**src/rtl/avalon_bus_arbiter_if.sv**
```systemverilog
// rtl/avalon_bus_arbiter_if.sv - Avalon-MM port bundle used on both arbiter sides
interface avalon_bus_arbiter_if;
  logic        read;
  logic        write;
  logic        lock;
  logic [31:0] address;
  logic [3:0]  byteenable;
  logic [31:0] writedata;
  logic        waitrequest;
  logic [31:0] readdata;

  modport master (
    output read, write, lock, address, byteenable, writedata,
    input  waitrequest, readdata
  );

  modport slave (
    input  read, write, lock, address, byteenable, writedata,
    output waitrequest, readdata
  );
endinterface

```
**src/rtl/avalon_bus_arbiter.sv**
```systemverilog
// rtl/avalon_bus_arbiter.sv - two-master Avalon-MM arbiter, registered grant, round-robin or fixed priority, lock
module avalon_bus_arbiter #(
  parameter bit FIXED_PRIO = 1'b0
) (
  input  logic                 clk,
  input  logic                 reset,
  avalon_bus_arbiter_if.slave  m0,
  avalon_bus_arbiter_if.slave  m1,
  avalon_bus_arbiter_if.master s,
  output logic [1:0]           grant
);

  typedef enum logic [1:0] {
    IDLE = 2'b00,
    OWN0 = 2'b01,
    OWN1 = 2'b10
  } state_t;

  state_t state;
  state_t state_nxt;
  logic   rr_m1;
  logic   rr_m1_nxt;
  logic   req0;
  logic   req1;

  assign req0 = m0.read | m0.write;
  assign req1 = m1.read | m1.write;

  // rr_m1 marks M1 as the preferred winner of the next contested arbitration.
  function automatic state_t arbitrate(input logic r0, input logic r1, input logic pref_m1);
    state_t pick;
    pick = IDLE;
    if (r0 && r1) begin
      pick = (FIXED_PRIO || !pref_m1) ? OWN0 : OWN1;
    end else if (r0) begin
      pick = OWN0;
    end else if (r1) begin
      pick = OWN1;
    end
    return pick;
  endfunction

  always_ff @(posedge clk) begin
    if (reset) begin
      state <= IDLE;
      rr_m1 <= 1'b0;
    end else begin
      state <= state_nxt;
      rr_m1 <= rr_m1_nxt;
    end
  end

  always_comb begin
    state_nxt = state;
    rr_m1_nxt = rr_m1;
    unique case (state)
      IDLE: begin
        state_nxt = arbitrate(req0, req1, rr_m1);
      end
      OWN0: begin
        if (!req0) begin
          state_nxt = IDLE;
        end else if (!s.waitrequest && !m0.lock) begin
          rr_m1_nxt = 1'b1;
          state_nxt = arbitrate(req0, req1, 1'b1);
        end
      end
      OWN1: begin
        if (!req1) begin
          state_nxt = IDLE;
        end else if (!s.waitrequest && !m1.lock) begin
          rr_m1_nxt = 1'b0;
          state_nxt = arbitrate(req0, req1, 1'b0);
        end
      end
      default: begin
        state_nxt = IDLE;
      end
    endcase
  end

  // Bus muxing keys off the registered owner only; a simultaneous read+write is issued as a write.
  always_comb begin
    s.read         = 1'b0;
    s.write        = 1'b0;
    s.lock         = 1'b0;
    s.address      = '0;
    s.byteenable   = '0;
    s.writedata    = '0;
    m0.waitrequest = 1'b1;
    m1.waitrequest = 1'b1;
    m0.readdata    = s.readdata;
    m1.readdata    = s.readdata;
    grant          = 2'b00;
    unique case (state)
      OWN0: begin
        s.read         = m0.read & ~m0.write;
        s.write        = m0.write;
        s.address      = m0.address;
        s.byteenable   = m0.byteenable;
        s.writedata    = m0.writedata;
        m0.waitrequest = s.waitrequest;
        grant          = 2'b01;
      end
      OWN1: begin
        s.read         = m1.read & ~m1.write;
        s.write        = m1.write;
        s.address      = m1.address;
        s.byteenable   = m1.byteenable;
        s.writedata    = m1.writedata;
        m1.waitrequest = s.waitrequest;
        grant          = 2'b10;
      end
      default: begin
      end
    endcase
  end

endmodule

```
**src/flat_wrapper.sv**
```systemverilog
// flat-port wrapper written by rule: the top's interface ports become plain ports
module avalon_bus_arbiter_flat 
#(
  parameter bit FIXED_PRIO = 1'b0
)
  (clk, reset, grant, m0_read, m0_write, m0_lock, m0_address, m0_byteenable, m0_writedata, m0_waitrequest, m0_readdata, m1_read, m1_write, m1_lock, m1_address, m1_byteenable, m1_writedata, m1_waitrequest, m1_readdata, s_read, s_write, s_lock, s_address, s_byteenable, s_writedata, s_waitrequest, s_readdata);
  avalon_bus_arbiter_if m0_i ();
  avalon_bus_arbiter_if m1_i ();
  avalon_bus_arbiter_if s_i ();
  input  logic clk;
  input  logic reset;
  output logic [1:0] grant;
  input wire logic [$bits(m0_i.read)-1:0] m0_read;
  input wire logic [$bits(m0_i.write)-1:0] m0_write;
  input wire logic [$bits(m0_i.lock)-1:0] m0_lock;
  input wire logic [$bits(m0_i.address)-1:0] m0_address;
  input wire logic [$bits(m0_i.byteenable)-1:0] m0_byteenable;
  input wire logic [$bits(m0_i.writedata)-1:0] m0_writedata;
  output wire logic [$bits(m0_i.waitrequest)-1:0] m0_waitrequest;
  output wire logic [$bits(m0_i.readdata)-1:0] m0_readdata;
  input wire logic [$bits(m1_i.read)-1:0] m1_read;
  input wire logic [$bits(m1_i.write)-1:0] m1_write;
  input wire logic [$bits(m1_i.lock)-1:0] m1_lock;
  input wire logic [$bits(m1_i.address)-1:0] m1_address;
  input wire logic [$bits(m1_i.byteenable)-1:0] m1_byteenable;
  input wire logic [$bits(m1_i.writedata)-1:0] m1_writedata;
  output wire logic [$bits(m1_i.waitrequest)-1:0] m1_waitrequest;
  output wire logic [$bits(m1_i.readdata)-1:0] m1_readdata;
  output wire logic [$bits(s_i.read)-1:0] s_read;
  output wire logic [$bits(s_i.write)-1:0] s_write;
  output wire logic [$bits(s_i.lock)-1:0] s_lock;
  output wire logic [$bits(s_i.address)-1:0] s_address;
  output wire logic [$bits(s_i.byteenable)-1:0] s_byteenable;
  output wire logic [$bits(s_i.writedata)-1:0] s_writedata;
  input wire logic [$bits(s_i.waitrequest)-1:0] s_waitrequest;
  input wire logic [$bits(s_i.readdata)-1:0] s_readdata;
  assign m0_i.read = m0_read;
  assign m0_i.write = m0_write;
  assign m0_i.lock = m0_lock;
  assign m0_i.address = m0_address;
  assign m0_i.byteenable = m0_byteenable;
  assign m0_i.writedata = m0_writedata;
  assign m0_waitrequest = m0_i.waitrequest;
  assign m0_readdata = m0_i.readdata;
  assign m1_i.read = m1_read;
  assign m1_i.write = m1_write;
  assign m1_i.lock = m1_lock;
  assign m1_i.address = m1_address;
  assign m1_i.byteenable = m1_byteenable;
  assign m1_i.writedata = m1_writedata;
  assign m1_waitrequest = m1_i.waitrequest;
  assign m1_readdata = m1_i.readdata;
  assign s_read = s_i.read;
  assign s_write = s_i.write;
  assign s_lock = s_i.lock;
  assign s_address = s_i.address;
  assign s_byteenable = s_i.byteenable;
  assign s_writedata = s_i.writedata;
  assign s_i.waitrequest = s_waitrequest;
  assign s_i.readdata = s_readdata;
  avalon_bus_arbiter #(.FIXED_PRIO(FIXED_PRIO)) u_core (.clk(clk), .reset(reset), .m0(m0_i), .m1(m1_i), .s(s_i), .grant(grant));
endmodule
```
**config.mk**
```make
export PLATFORM = sky130hd
export DESIGN_NAME = avalon_bus_arbiter_flat
export DESIGN_NICKNAME = d
export VERILOG_FILES = /design/src/rtl/avalon_bus_arbiter_if.sv /design/src/rtl/avalon_bus_arbiter.sv /design/src/flat_wrapper.sv
export SDC_FILE = /design/constraint.sdc
export NUM_CORES = 1
export LEC_CHECK = 0
export BUFFER_PORTS_ARGS = -buffer_cell sky130_fd_sc_hd__buf_4
export CORE_AREA = 2 2 122 124
export CTS_BUF_LIST = sky130_fd_sc_hd__clkbuf_4 sky130_fd_sc_hd__clkbuf_8
export DETAILED_ROUTE_END_ITERATION = 10
export DIE_AREA = 0 0 124 126
export GPL_TIMING_DRIVEN = 0
export HOLD_SLACK_MARGIN = 0.06
export PLACE_DENSITY = 0.42
export SETUP_SLACK_MARGIN = 0.2
export SLEW_MARGIN = 40
export SYNTH_ARGS = -nofsm -noshare
export SYNTH_HDL_FRONTEND = slang
export SYNTH_SLANG_ARGS = --single-unit
```
**constraint.sdc**
```tcl
create_clock -name clk -period 2.1 [get_ports clk]
set_input_delay 0.42 -clock clk [delete_from_list [all_inputs] [get_ports clk]]
set_output_delay 0.42 -clock clk [all_outputs]
set_load 0.05 [all_outputs]
```
==> results.toml <==
[global_routing]
grt_pass1_wl_mm = 16.94
groute.usage.overall_pct = 13.92
antenna_found_initial = 0
grt_max_degree = 11
grt_overflow = 0
grt_pass1_vias = 3296

[place]
post-place-ws_ps = -310.5
port_buffers = 282
gp_congestion = 0.7744
hpwl_mm = 9.337

[critical_path]
setup.worst_path.end_class = "output port"
crit_chain = "inv_4 > ha_4 > buf_12 > buf_6 > clkbuf_8 > a22oi_2 > nor2b_4 > buf_6"
regToRegSetupSlack_ps = 350
cp.arrival_ps = 1650
cp_top_family = "buffers and inverters"
crit_fanout = 7
setup.worst_path.start_class = "flop"
r2r_cells = 7
crit_path_top_delay_cell = "dfxtp_4"
cp_num_buf_inv = 5
critical_path_class = "flop to output port"
cp_data_required_time_ps = 1680
crit_start = "u_core.state[0]$_SDFFE_PP0P_"
rr_startpoint = "u_core.state[0]$_SDFFE_PP0P_"
crit_end = "s_address[22]"
critPathMaxStageDelay_ps = 360
cp.depth = 8
crit_path_frequent_cell = "buf_6"
r2r-end = "u_core.state[0]$_SDFFE_PP0P_"

[routing]
drc = 0
maxUsedRoutingLayer = "met4"
wl_met2_mm = 6.753
postRouteAntennaNets = 0
via_per_inst = 4.088
drt-total-wl_mm = 12.01
drtIter0Drc = 50
via_count = 3127
met1Wirelength_mm = 3.906
wl_met3_mm = 1.235
wl_per_cell_um = 15.70
drt_first_pass_iters = 4

[synthesis]
syn_nets = 450
post_synth_num_cell_types = 29
ys_seq_area_share_pct = 3.202
synth_seq_cells = 3
postSynthCellCount = 267
avgSynthCellArea_um2 = 7.025
syn_area_mm2 = 0.001876
yosysWarnings = 0

[cts]
worst_skew_pair.late_latency_ps = 220
cts_root_buffer = "clkbuf_8"
cts_hold_buf = 0
clock_path_buffers = 2
path_clk_slew_ps = 30
cts-buffers-inserted = 3
ctsHtreeMaxLevel = 1
cts_tree = "done"
clock-sinks = 3

[timing]
finalClockSkew_ps = 0.5727
layout_min_cycle_time_ps = 2065
hold_violations = 0
fin_crit_sh_pct = 98.35
maxSlewViolCount = 0
max_clock_freq_mhz = 484.2
rsz0062_at_grt = "true"
tns_ps = 0
setup_ws_ps = 34.58
finalSetupViolCount = 0

[hold_path]
hold_path_class = "primary input to flop"

[cells_and_area]
diodes = 0
layout-drive-gt1-share_pct = 95.87
nNetsFinal = 765
syn2layout_area_growth_pct = 235.2
multi_input_area_mm2 = 0.002137
seq_area_um2 = 67.56
n_fill_cell = 1347

[die]
io_pins = 316
die_w_um = 124
fp.dieH_um = 126
initial_utilization_pct = 13.10
die_area_mm2 = 0.01562
row_count = 44
core-area_mm2 = 0.01431

[pwr]
ir_worst_vdd_mv = 0.3595
p_per_area_mw_per_mm2 = 1173
leakagePower_nw = 2.763

[run_status]
outcome = "finished clean"

[flow_run]
cap_violations = 0
[cells in the final DEF (no fill, tap or decap), drive strengths merged, types with 3 or more instances in the layout]
cell type    n
clkbuf      32
ha           6
dfxtp        3
nor2b       69
nand2        3
buf        371
nor2         4
a22oi       69
[routing by layer]
layer | vias up | global-route usage [%]
met5 | - | 0
met4 | 0 | 2.313
met3 | 8 | 3.714
met2 | 185 | 29.31
met1 | 1421 | 13.01
li1 | 1513 | -
[worst min path at each step]
stage | start | end | depth (start not counted)
after floorplan | reset | u_core.state[0]$_SDFFE_PP0P_ | 1
after global placement | u_core.state[0]$_SDFFE_PP0P_ | u_core.state[0]$_SDFFE_PP0P_ | 2
after detailed placement | u_core.state[0]$_SDFFE_PP0P_ | u_core.state[0]$_SDFFE_PP0P_ | 2
after CTS | reset | u_core.state[0]$_SDFFE_PP0P_ | 2
after global routing | reset | u_core.state[0]$_SDFFE_PP0P_ | 2
final | reset | u_core.state[0]$_SDFFE_PP0P_ | 2
[synthesized netlist by cell type (all sizes together)]
master  number  area (um^2)
nand2b       1        6.260
a211oi       2        15.01
a21boi       2        15.01
nand3b       2        15.01
and4         1        8.760
nand2        3        11.26
or3          2        12.51
or2b         1        7.510
clkbuf      21        78.83
nor3         1        5.000
conb         1        3.750
o21ai        2        13.76
a41oi        1        8.760
and2b        1        8.760
dfxtp        3        60.06
nor2b       69        431.7
a211o        2        17.52
nor2         4        20.02
a21oi        2        13.76
ha           6        75.07
inv          2        7.510
o22ai        1        12.51
buf         68        509.2
a22oi       69        518.0
[flip-flops by register name, indices dropped and copies added (netlist names)]
name          flops
u_core.state      2
u_core.rr_m1      1
[logic make-up (layout without fill, tap and decap cells)]
| group | count (synthesis) | count (layout) | share of synthesized area (%) |
|---|---|---|---|
| AO/OA/AOI/OAI | 81 | 81 | 32.75 |
| adder cells (fa/ha/maj) | 6 | 6 | 4.003 |
| buffers and inverters | 91 | 405 | 31.75 |
| flip-flops | 3 | 3 | 3.202 |
| other | 1 | 1 | 0.1999 |
| AND/OR/NAND/NOR | 85 | 85 | 28.09 |
[worst register-to-register path, delay by kind of cell (launching register included)]
family	cells	cell delay, ps
AND/OR/NAND/NOR	2	460
AO/OA/AOI/OAI	2	410
flip-flops	1	360
adder cells (fa/ha/maj)	1	240
buffers and inverters	2	220
[where the power goes]
group,internal [W],switching [W],leakage (nW),total (W)
Clock,0.000143,0.0000405,0.0262,0.000183
Sequential,0.0000877,0.0000312,0.0261,0.000119
Combinational,0.00368,0.00340,2.71,0.00707
[layout make-up]
cell class	count	share of cell area, %
repair buffers	310	44.48
plain buffers	89	15.82
clock buffers	4	0.7761
multi-input cells	173	33.99
inverters	2	0.1990
well taps	184	3.662
flip-flops and latches	3	1.075
[what timing repair did]
action                                  in CTS  in global routing
resized for setup                          227                 11
endpoints found under the setup margin      72                 73
pin swaps                                   70                  8
setup buffers                               13                  0
cloned                                      11                  4
[metrics by stage]
step / utilization, % / instance area (um^2) / hold slack (ps) / cells / total power, W
CTS: 43.30 / 6198 / 366.0 / 761 / 0.007262
global route: 43.92 / 6287 / 371.9 / 765 / 0.007742
floorplan: - / 2475 / 482.4 / 267 / 0.003917
finish: 43.92 / 6287 / 371.7 / 765 / 0.007375
detailed placement: 33.69 / 4822 / 543.5 / 733 / 0.005187
global placement: 33.69 / 4822 / 535.1 / 733 / 0.005144
No activity file was read; power rests on OpenSTA's default activity.
